<file path="src/rtl/ws_tile_controller.sv">
`default_nettype none
// ============================================================================
// Module   : ws_tile_controller
// Brief    : Weight-stationary tile sequencer: per-tile weight load, then
//            skewed per-column iact and per-row psum strobes with stall support.
// Revision : 1.0
// ============================================================================
module ws_tile_controller #(
    parameter int ARRAY_ROWS = 3,
    parameter int ARRAY_COLS = 3,
    parameter int ADDR_W     = 32,
    parameter int VEC_W      = 16,
    parameter int TILE_W     = 8
) (
    input  logic                                clk,
    input  logic                                rst,
    input  logic                                go,
    input  logic [VEC_W-1:0]                    n_vec,
    input  logic [TILE_W-1:0]                   n_tiles,
    input  logic [ADDR_W-1:0]                   w_base,
    input  logic [ADDR_W-1:0]                   w_stride,
    input  logic [ADDR_W-1:0]                   iact_base,
    input  logic [ADDR_W-1:0]                   iact_col_stride,
    input  logic [ADDR_W-1:0]                   psum_base,
    input  logic [ADDR_W-1:0]                   psum_row_stride,
    input  logic                                mem_ready,
    output logic [ADDR_W-1:0]                   weight_addr,
    output logic [ARRAY_COLS-1:0][ADDR_W-1:0]   iact_addr,
    output logic [ARRAY_ROWS-1:0][ADDR_W-1:0]   psum_addr,
    output logic                                load_weight,
    output logic [ARRAY_COLS-1:0]               load_iact,
    output logic [ARRAY_ROWS-1:0]               psum_valid,
    output logic                                busy,
    output logic                                done
);

    localparam int c_KW = VEC_W + 1;
    localparam int c_BW = (ARRAY_COLS > 1) ? $clog2(ARRAY_COLS) : 1;

    localparam logic [2:0] S_IDLE    = 3'd0;
    localparam logic [2:0] S_LOAD_W  = 3'd1;
    localparam logic [2:0] S_COMPUTE = 3'd2;
    localparam logic [2:0] S_NEXT    = 3'd3;
    localparam logic [2:0] S_DONE    = 3'd4;

    logic [2:0]                             r_state;
    logic [2:0]                             w_next_state;
    logic [VEC_W-1:0]                       r_n_vec;
    logic [TILE_W-1:0]                      r_n_tiles;
    logic [TILE_W-1:0]                      r_tile;
    logic [ADDR_W-1:0]                      r_w_stride;
    logic [c_BW-1:0]                        r_beat;
    logic [c_KW-1:0]                        r_k;
    logic [ADDR_W-1:0]                      r_weight_addr;
    logic [ARRAY_COLS-1:0][ADDR_W-1:0]      r_iact_start;
    logic [ARRAY_COLS-1:0][ADDR_W-1:0]      r_iact_addr;
    logic [ARRAY_ROWS-1:0][ADDR_W-1:0]      r_psum_addr;

    logic [c_KW-1:0]                        w_nvec_ext;
    logic [ARRAY_COLS-1:0]                  w_iact_win;
    logic [ARRAY_ROWS-1:0]                  w_psum_win;
    logic                                   w_k_last;
    logic                                   w_beat_last;
    logic [TILE_W-1:0]                      w_tile_inc;
    logic                                   w_cfg_empty;

    assign w_nvec_ext  = {1'b0, r_n_vec};
    assign w_k_last    = (r_k == w_nvec_ext + c_KW'(ARRAY_ROWS + ARRAY_COLS - 2));
    assign w_beat_last = (r_beat == c_BW'(ARRAY_COLS - 1));
    assign w_tile_inc  = r_tile + TILE_W'(1);
    assign w_cfg_empty = (n_vec == '0) || (n_tiles == '0);

    // Column c sees iact vectors during k in [c, c+n_vec): the systolic skew.
    for (genvar c = 0; c < ARRAY_COLS; c++) begin : g_col
        assign w_iact_win[c] = (r_k >= c_KW'(c)) && (r_k < c_KW'(c) + w_nvec_ext);
    end

    for (genvar r = 0; r < ARRAY_ROWS; r++) begin : g_row
        assign w_psum_win[r] = (r_k >= c_KW'(r + ARRAY_COLS)) &&
                               (r_k < c_KW'(r + ARRAY_COLS) + w_nvec_ext);
    end

    always_ff @(posedge clk) begin
        if (rst) begin
            r_state <= S_IDLE;
        end else begin
            r_state <= w_next_state;
        end
    end

    always_comb begin
        w_next_state = r_state;
        load_weight  = 1'b0;
        load_iact    = '0;
        psum_valid   = '0;
        busy         = (r_state != S_IDLE);
        done         = (r_state == S_DONE);
        case (r_state)
            S_IDLE: begin
                if (go) begin
                    w_next_state = w_cfg_empty ? S_DONE : S_LOAD_W;
                end
            end
            S_LOAD_W: begin
                load_weight = mem_ready;
                if (mem_ready && w_beat_last) begin
                    w_next_state = S_COMPUTE;
                end
            end
            S_COMPUTE: begin
                load_iact  = mem_ready ? w_iact_win : '0;
                psum_valid = mem_ready ? w_psum_win : '0;
                if (mem_ready && w_k_last) begin
                    w_next_state = S_NEXT;
                end
            end
            S_NEXT: begin
                w_next_state = (w_tile_inc == r_n_tiles) ? S_DONE : S_LOAD_W;
            end
            S_DONE: begin
                w_next_state = S_IDLE;
            end
            default: begin
                w_next_state = S_IDLE;
            end
        endcase
    end

    always_ff @(posedge clk) begin
        if (rst) begin
            r_n_vec       <= '0;
            r_n_tiles     <= '0;
            r_tile        <= '0;
            r_w_stride    <= '0;
            r_beat        <= '0;
            r_k           <= '0;
            r_weight_addr <= '0;
            r_iact_start  <= '0;
            r_iact_addr   <= '0;
            r_psum_addr   <= '0;
        end else begin
            case (r_state)
                S_IDLE: begin
                    if (go) begin
                        r_n_vec    <= n_vec;
                        r_n_tiles  <= n_tiles;
                        r_w_stride <= w_stride;
                        r_tile     <= '0;
                        r_beat     <= '0;
                        r_k        <= '0;
                        // An empty run leaves the previous addresses visible.
                        if (!w_cfg_empty) begin
                            r_weight_addr <= w_base;
                            for (int c = 0; c < ARRAY_COLS; c++) begin
                                r_iact_start[c] <= iact_base + ADDR_W'(c) * iact_col_stride;
                                r_iact_addr[c]  <= iact_base + ADDR_W'(c) * iact_col_stride;
                            end
                            for (int r = 0; r < ARRAY_ROWS; r++) begin
                                r_psum_addr[r] <= psum_base + ADDR_W'(r) * psum_row_stride;
                            end
                        end
                    end
                end
                S_LOAD_W: begin
                    if (mem_ready) begin
                        r_weight_addr <= r_weight_addr + r_w_stride;
                        r_beat        <= w_beat_last ? '0 : r_beat + c_BW'(1);
                        r_k           <= '0;
                    end
                end
                S_COMPUTE: begin
                    if (mem_ready) begin
                        r_k <= r_k + c_KW'(1);
                        for (int c = 0; c < ARRAY_COLS; c++) begin
                            if (load_iact[c]) r_iact_addr[c] <= r_iact_addr[c] + ADDR_W'(1);
                        end
                        for (int r = 0; r < ARRAY_ROWS; r++) begin
                            if (psum_valid[r]) r_psum_addr[r] <= r_psum_addr[r] + ADDR_W'(1);
                        end
                    end
                end
                S_NEXT: begin
                    r_tile      <= w_tile_inc;
                    r_iact_addr <= r_iact_start;
                end
                default: begin
                end
            endcase
        end
    end

    assign weight_addr = r_weight_addr;
    assign iact_addr   = r_iact_addr;
    assign psum_addr   = r_psum_addr;

endmodule
`default_nettype wire

</file>
<file path="config.mk">
export PLATFORM = sky130hd
export DESIGN_NAME = ws_tile_controller
export DESIGN_NICKNAME = d
export VERILOG_FILES = /design/src/rtl/ws_tile_controller.sv
export SDC_FILE = /design/constraint.sdc
export NUM_CORES = 2
export LEC_CHECK = 0
export BUFFER_PORTS_ARGS = -buffer_cell sky130_fd_sc_hd__buf_2
export CAP_MARGIN = 20
export CORE_MARGIN = 4
export CORE_UTILIZATION = 45
export DETAILED_ROUTE_END_ITERATION = 7
export GPL_TIMING_DRIVEN = 1
export PLACE_DENSITY_LB_ADDON = 0.05
export SETUP_SLACK_MARGIN = 0.3
export SLEW_MARGIN = 20
export SYNTH_ARGS = -nofsm -noshare
export SYNTH_HDL_FRONTEND = slang
export SYNTH_SLANG_ARGS = --single-unit
</file>
<file path="constraint.sdc">
create_clock -name clk -period 8.5 [get_ports clk]
set_input_delay 0.425 -clock clk [delete_from_list [all_inputs] [get_ports clk]]
set_output_delay 0.425 -clock clk [all_outputs]
set_load 0.005 [all_outputs]
</file>
Yosys cells after proc, flatten, opt, wreduce, memory -nomap -nowiden
Cells that the tools add are included.
{ "word_totals": {"out_inout_bits": 233, "latch_bits": 0, "mem_bits_rw": 0, "reg_bits": 406, "n_memories": 0, "mem_bits_ro": 0} }
{ "classes": {"div": 0, "n_bitwise": 1, "n_mul": 0, "eq_ne": 19, "muxes": 39, "n_shift": 0, "add_sub_neg": 19, "order_cmp": 12, "reduce_logical": 31} }
{ "op_table": {"columns": ["op", "n"], "rows": [
  ["$mux W96", 6],
  ["$mux W32", 9],
  ["$pmux W96 S3", 1],
  ["$add A32 B1 Y32 const B", 6],
  ["$pmux W96 S2", 1],
  ["$add A32 B32 Y32", 5],
  ["$lt A17 B17 Y1", 5],
  ["$pmux W32 S2", 1],
  ["$mux W17", 3],
  ["$pmux W17 S3", 1],
  ["$add A2 B16 Y17 const A", 2],
  ["$add A3 B16 Y17 const A", 2],
  ["$ge A17 B1 Y1 const B", 2],
  ["$ge A17 B2 Y1 const B", 2],
  ["$ge A17 B3 Y1 const B", 2],
  ["$reduce_and A5 Y1", 6],
  ["$mux W3", 9],
  ["$ne A2 B2 Y1 const B", 12],
  ["$add A1 B16 Y17 const A", 1],
  ["$add A17 B1 Y17 const B", 1],
  ["$eq A17 B17 Y1", 1],
  ["$lt A17 B16 Y1", 1],
  ["$logic_not A16 Y1", 1],
  ["$pmux W8 S2", 1],
  ["22 further kinds", 40]
]} }

Longest topological paths before layout
{ "logic_depth": {"word_depth": 8, "depth_mapped": 22, "mapped_depth_nobuf": 19} }

Worst setup path after synthesis
No wires, ideal clock.
{ "synth_path": {"path_type": "reg-to-reg", "startpoint": "register r_n_vec[2]", "endpoint": "register r_psum_addr (netlist bit psum_addr[43])", "path_stages_with_launch": 20, "setup_ps": 128, "n_path_buf": 2, "required_time_ps": 8372, "slack_ps": 4659, "arrival_time_ps": 3714, "cell_sequence": "dfxtp_1 > ha_1 > and3_1 > clkbuf_1 > nand3_1 > nor2_1 > xnor2_1 > ha_1 > a21o_1 > a21oi_1 > nor2b_1 > o21ai_0 > a21oi_1 > a2111oi_4 > nor2_1 > nor2_1 > clkbuf_1 > o21ai_0 > a22oi_1 > nor2_1"} }
{ "synth_between": {"elab_chain_cells": 7} }
{ "synth_rtl": {"columns": ["item", "line", "text"], "rows": [
  ["from (decl)", "48", "logic [VEC_W-1:0] r_n_vec;"],
  ["from (signal assigned)", "145", "r_n_vec <= n_vec;"],
  ["$add A3 B16 Y17", "80", "(r_k < c_KW'(r + ARRAY_COLS) + w_nvec_ext);"],
  ["$lt A17 B17 Y1", "80", null],
  ["$logic_and A1 B1 Y1", "79", "assign w_psum_win[r] = (r_k >= c_KW'(r + ARRAY_COLS)) &&"],
  ["$mux W3", "112", "psum_valid = mem_ready ? w_psum_win : '0;"],
  ["$mux W3", "98", "case (r_state)"],
  ["$ne A2 B2 Y1 (no source line)", null, null],
  ["$reduce_and A5 Y1 (no source line)", null, null],
  ["to (signal, indexed assignment)", "159", "r_psum_addr[r] <= psum_base + ADDR_W'(r) * psum_row_stride;"],
  ["to (signal, indexed assignment)", "178", "if (psum_valid[r]) r_psum_addr[r] <= r_psum_addr[r] + ADDR_W'(1);"],
  ["to (decl)", "57", "logic [ARRAY_ROWS-1:0][ADDR_W-1:0] r_psum_addr;"]
]} }
Every way passes these cells.
A chain may end at the register's enable or synchronous reset.

Worst setup path after layout
{ "layout_path": {"startpoint": "register r_n_vec[1]", "endpoint": "output psum_valid[2]"} }
{ "layout_between": {"elab_chain_cells": 5} }
{ "layout_rtl": {"columns": ["item", "line", "text"], "rows": [
  ["$add A3 B16 Y17", "80", null],
  ["$lt A17 B17 Y1", "80", null],
  ["$logic_and A1 B1 Y1", "79", null],
  ["$mux W3", "112", null],
  ["$mux W3", "98", null],
  ["to (decl)", "32", "output logic [ARRAY_ROWS-1:0] psum_valid,"]
]} }
Every way passes these cells.

==> results.toml <==
[outcome]
status = "complete, no violations"

[logic_synthesis]
synth_nets = 4857
yosysSeqAreaShare_pct = 25.8
syn_area_per_cell_um2 = 7.19
synth-edff-count = 0
synthArstFlopShare_pct = 0
synthCells = 4367
synth_cell_types = 85
yosysWarnings = 0
syn_area_mm2 = 0.0314
ys_ff_latch = 405
ys.flop_type = "dfxtp_1"

[cells_and_area]
final_cell_mix = "623 x nand2_1, 557 x a21oi_1, 502 x nor2_1, 451 x buf_2, 404 x dfxtp_1"
fillers = 7112
final_layout_size_suffix_gt1_share_pct = 12.9
syn_to_final_growth_pct = 14.1
final_common_cell = "nand2_1"
nNetsFinal = 5130

[routing]
ant_nets = 0
vias = 32546
wl_per_cell_um = 20.0
via_per_inst = 5.80
drt-pass1-iter-count = 8
drt_wl_total_um = 112000
post-route-drc-count = 0
drt_iter0_markers = 2521

[worst_setup_path]
cp-start-kind = "flop"
critPathLaunch = "r_n_vec[1]"
worstReg2RegStart = "r_n_vec[1]"
crit_end = "psum_valid[2]"
r2r_cells = 18
r2r_slack_ns = 3.48
path_class = "flop to output port"
crit_fanout = 52
critPathCaptureType = "output port"
arrival_ns = 5.36
cp.required_ns = 8.08
worst_r2r_endpoint = "psum_addr[81]"

[placement]
port_buffers = 452
dp_slack_ns = 3.41
dp_hpwl_um = 82200
gp_congestion = 0.915

[sta]
finalSetupTns_ns = 0
fmax_mhz = 173
hold_viol_final = 0
relSlewSlack_pct = 31.3
slew_violations = 0
period_share_pct = 68.0
finalCriticalPeriod_ns = 5.78
fin_skew_ns = 0.0152
setup_viol_count_final = 0
tightest_slew_ns = 1.03
rsz0062_at_grt = "false"
worst_slack_ns = 2.72

[worst_hold_path]
hold_path_class = "primary input to flop"
holdCritStartpoint = "w_stride[25]"

[floorplanning]
die_area_mm2 = 0.0740
rows = 96
ios = 453
die_h_um = 272
start_util_pct = 45.6
core_mm2 = 0.0688
die_x_um = 272

[pwr]
peakVddDrop_mv = 0.140
leakagePower_nw = 15.0
p_per_area_mw_per_mm2 = 177

[global_routing]
track_usage_pct = 28.8
antenna_found_initial = 13
grt_max_degree = 195
grt_pass1_wl_um = 172000
grt_overflow = 0
grt_pass1_vias = 29628

[clock_tree]
clkSinkCount = 405
cts-root-buf = "clkbuf_16"
cts_max_path_buffers = 3
clkLatencyLatePin_ns = 0.60
post_cts_buffers = 0
cts-resized-gates = 0
htree_levels = 2
hold_buffers = 0
cts_tree = "done"
clk_pin_slew_ns = 0.06
numCtsBuffers = 50

[flow_run]
maxCapViolCount = 0
## logic make-up after synthesis
kind of cell             share of synthesized area (%)
flip-flops                                        25.8
multiplexers                                     0.773
AO/OA/AOI/OAI                                     26.7
AND/OR/NAND/NOR                                   24.0
buffers and inverters                             4.17
XOR/XNOR                                          7.62
adder cells (fa/ha/maj)                           10.9
## final cells by class
class	instances	area [um^2]	share of cell area, %
Sequential cell	405	8110	22.7
Clock inverter	16	176	0.493
Clock buffer	72	1440	4.01
Tap cell	931	1160	3.25
Timing Repair Buffer	481	2510	7.02
Multi-Input combinational cell	3617	22100	61.6
Inverter	85	319	0.891
Antenna cell	8	20.0	0.0559
## layer usage
layer | track usage, % | share of wire, % | vias up
met5 | 0 | 0.060 | -
met3 | 5.51 | 7.3 | 176
met2 | 44.9 | 44 | 952
met4 | 9.29 | 3.3 | 10
li1 | - | - | 16222
met1 | 40.3 | 46 | 15186
## where the power goes
part	total (W)	internal (W)	switching [W]	leakage, nW
combinational	0.00183	0.000710	0.00112	10.8
clock	0.00217	0.00126	0.000907	0.792
sequential	0.00234	0.00210	0.000238	3.34
## sequential cells by signal, indices dropped and copies added (netlist names)
register	flops
iact_addr	96
psum_addr	96
r_iact_start	95
r_w_stride	32
weight_addr	32
r_k	17
r_n_vec	16
r_n_tiles	8
r_tile	8
r_state	3
r_beat	2
## critical path, stage by stage, from the launching register on
cell and delay, ns:
dfxtp_1 0.67, ha_1 0.52, a21oi_1 0.17, nor3_1 0.27
nand3_1 0.25, nor2_1 0.20, xnor2_1 0.14, ha_1 0.26
a21o_1 0.16, a21oi_1 0.14, nor2b_1 0.06, nor4b_1 0.31
o31ai_1 0.15, buf_4 0.20, a21oi_4 0.13, buf_4 0.46
nand2_1 0.31, inv_1 0.15, buf_2 0.16
## cell usage after synthesis, drive strengths merged, types with 115 or more instances
cell | number | area share, %
nand3 | 124 | 2.0
o21ai | 251 | 4.0
xnor2 | 165 | 4.6
ha | 265 | 11
nor3 | 118 | 1.9
a211oi | 130 | 3.1
clkbuf | 235 | 2.8
nand2 | 626 | 7.5
dfxtp | 405 | 26
a21oi | 560 | 9.0
a21o | 115 | 2.8
nor2 | 507 | 6.1
## per-stage QoR
step | total power (W) | hold slack [ns] | instances | instance area [um^2] | util [%]
2_1_floorplan | 0.00351 | 0.431 | 4367 | 31400 | -
3_3_place_gp | 0.00417 | 0.439 | 5518 | 34200 | 49.6
3_5_place_dp | 0.00418 | 0.444 | 5518 | 34200 | 49.6
4_1_cts | 0.00635 | 0.0194 | 5606 | 35800 | 52.0
5_1_grt | 0.00668 | 0.0388 | 5612 | 35800 | 52.0
6_report | 0.00633 | 0.0555 | 5615 | 35800 | 52.0
## worst min path at each step
stage | end | cells past startpoint | slack, ns
global route | r_w_stride[2] | 3 | 0.04
finish | r_w_stride[25] | 3 | 0.06
CTS | r_w_stride[20] | 3 | 0.02
floorplan | r_iact_start[81] | 2 | 0.43
detailed placement | r_iact_start[81] | 2 | 0.44
global placement | r_iact_start[81] | 2 | 0.44
(Power assumes the default switching activity.)
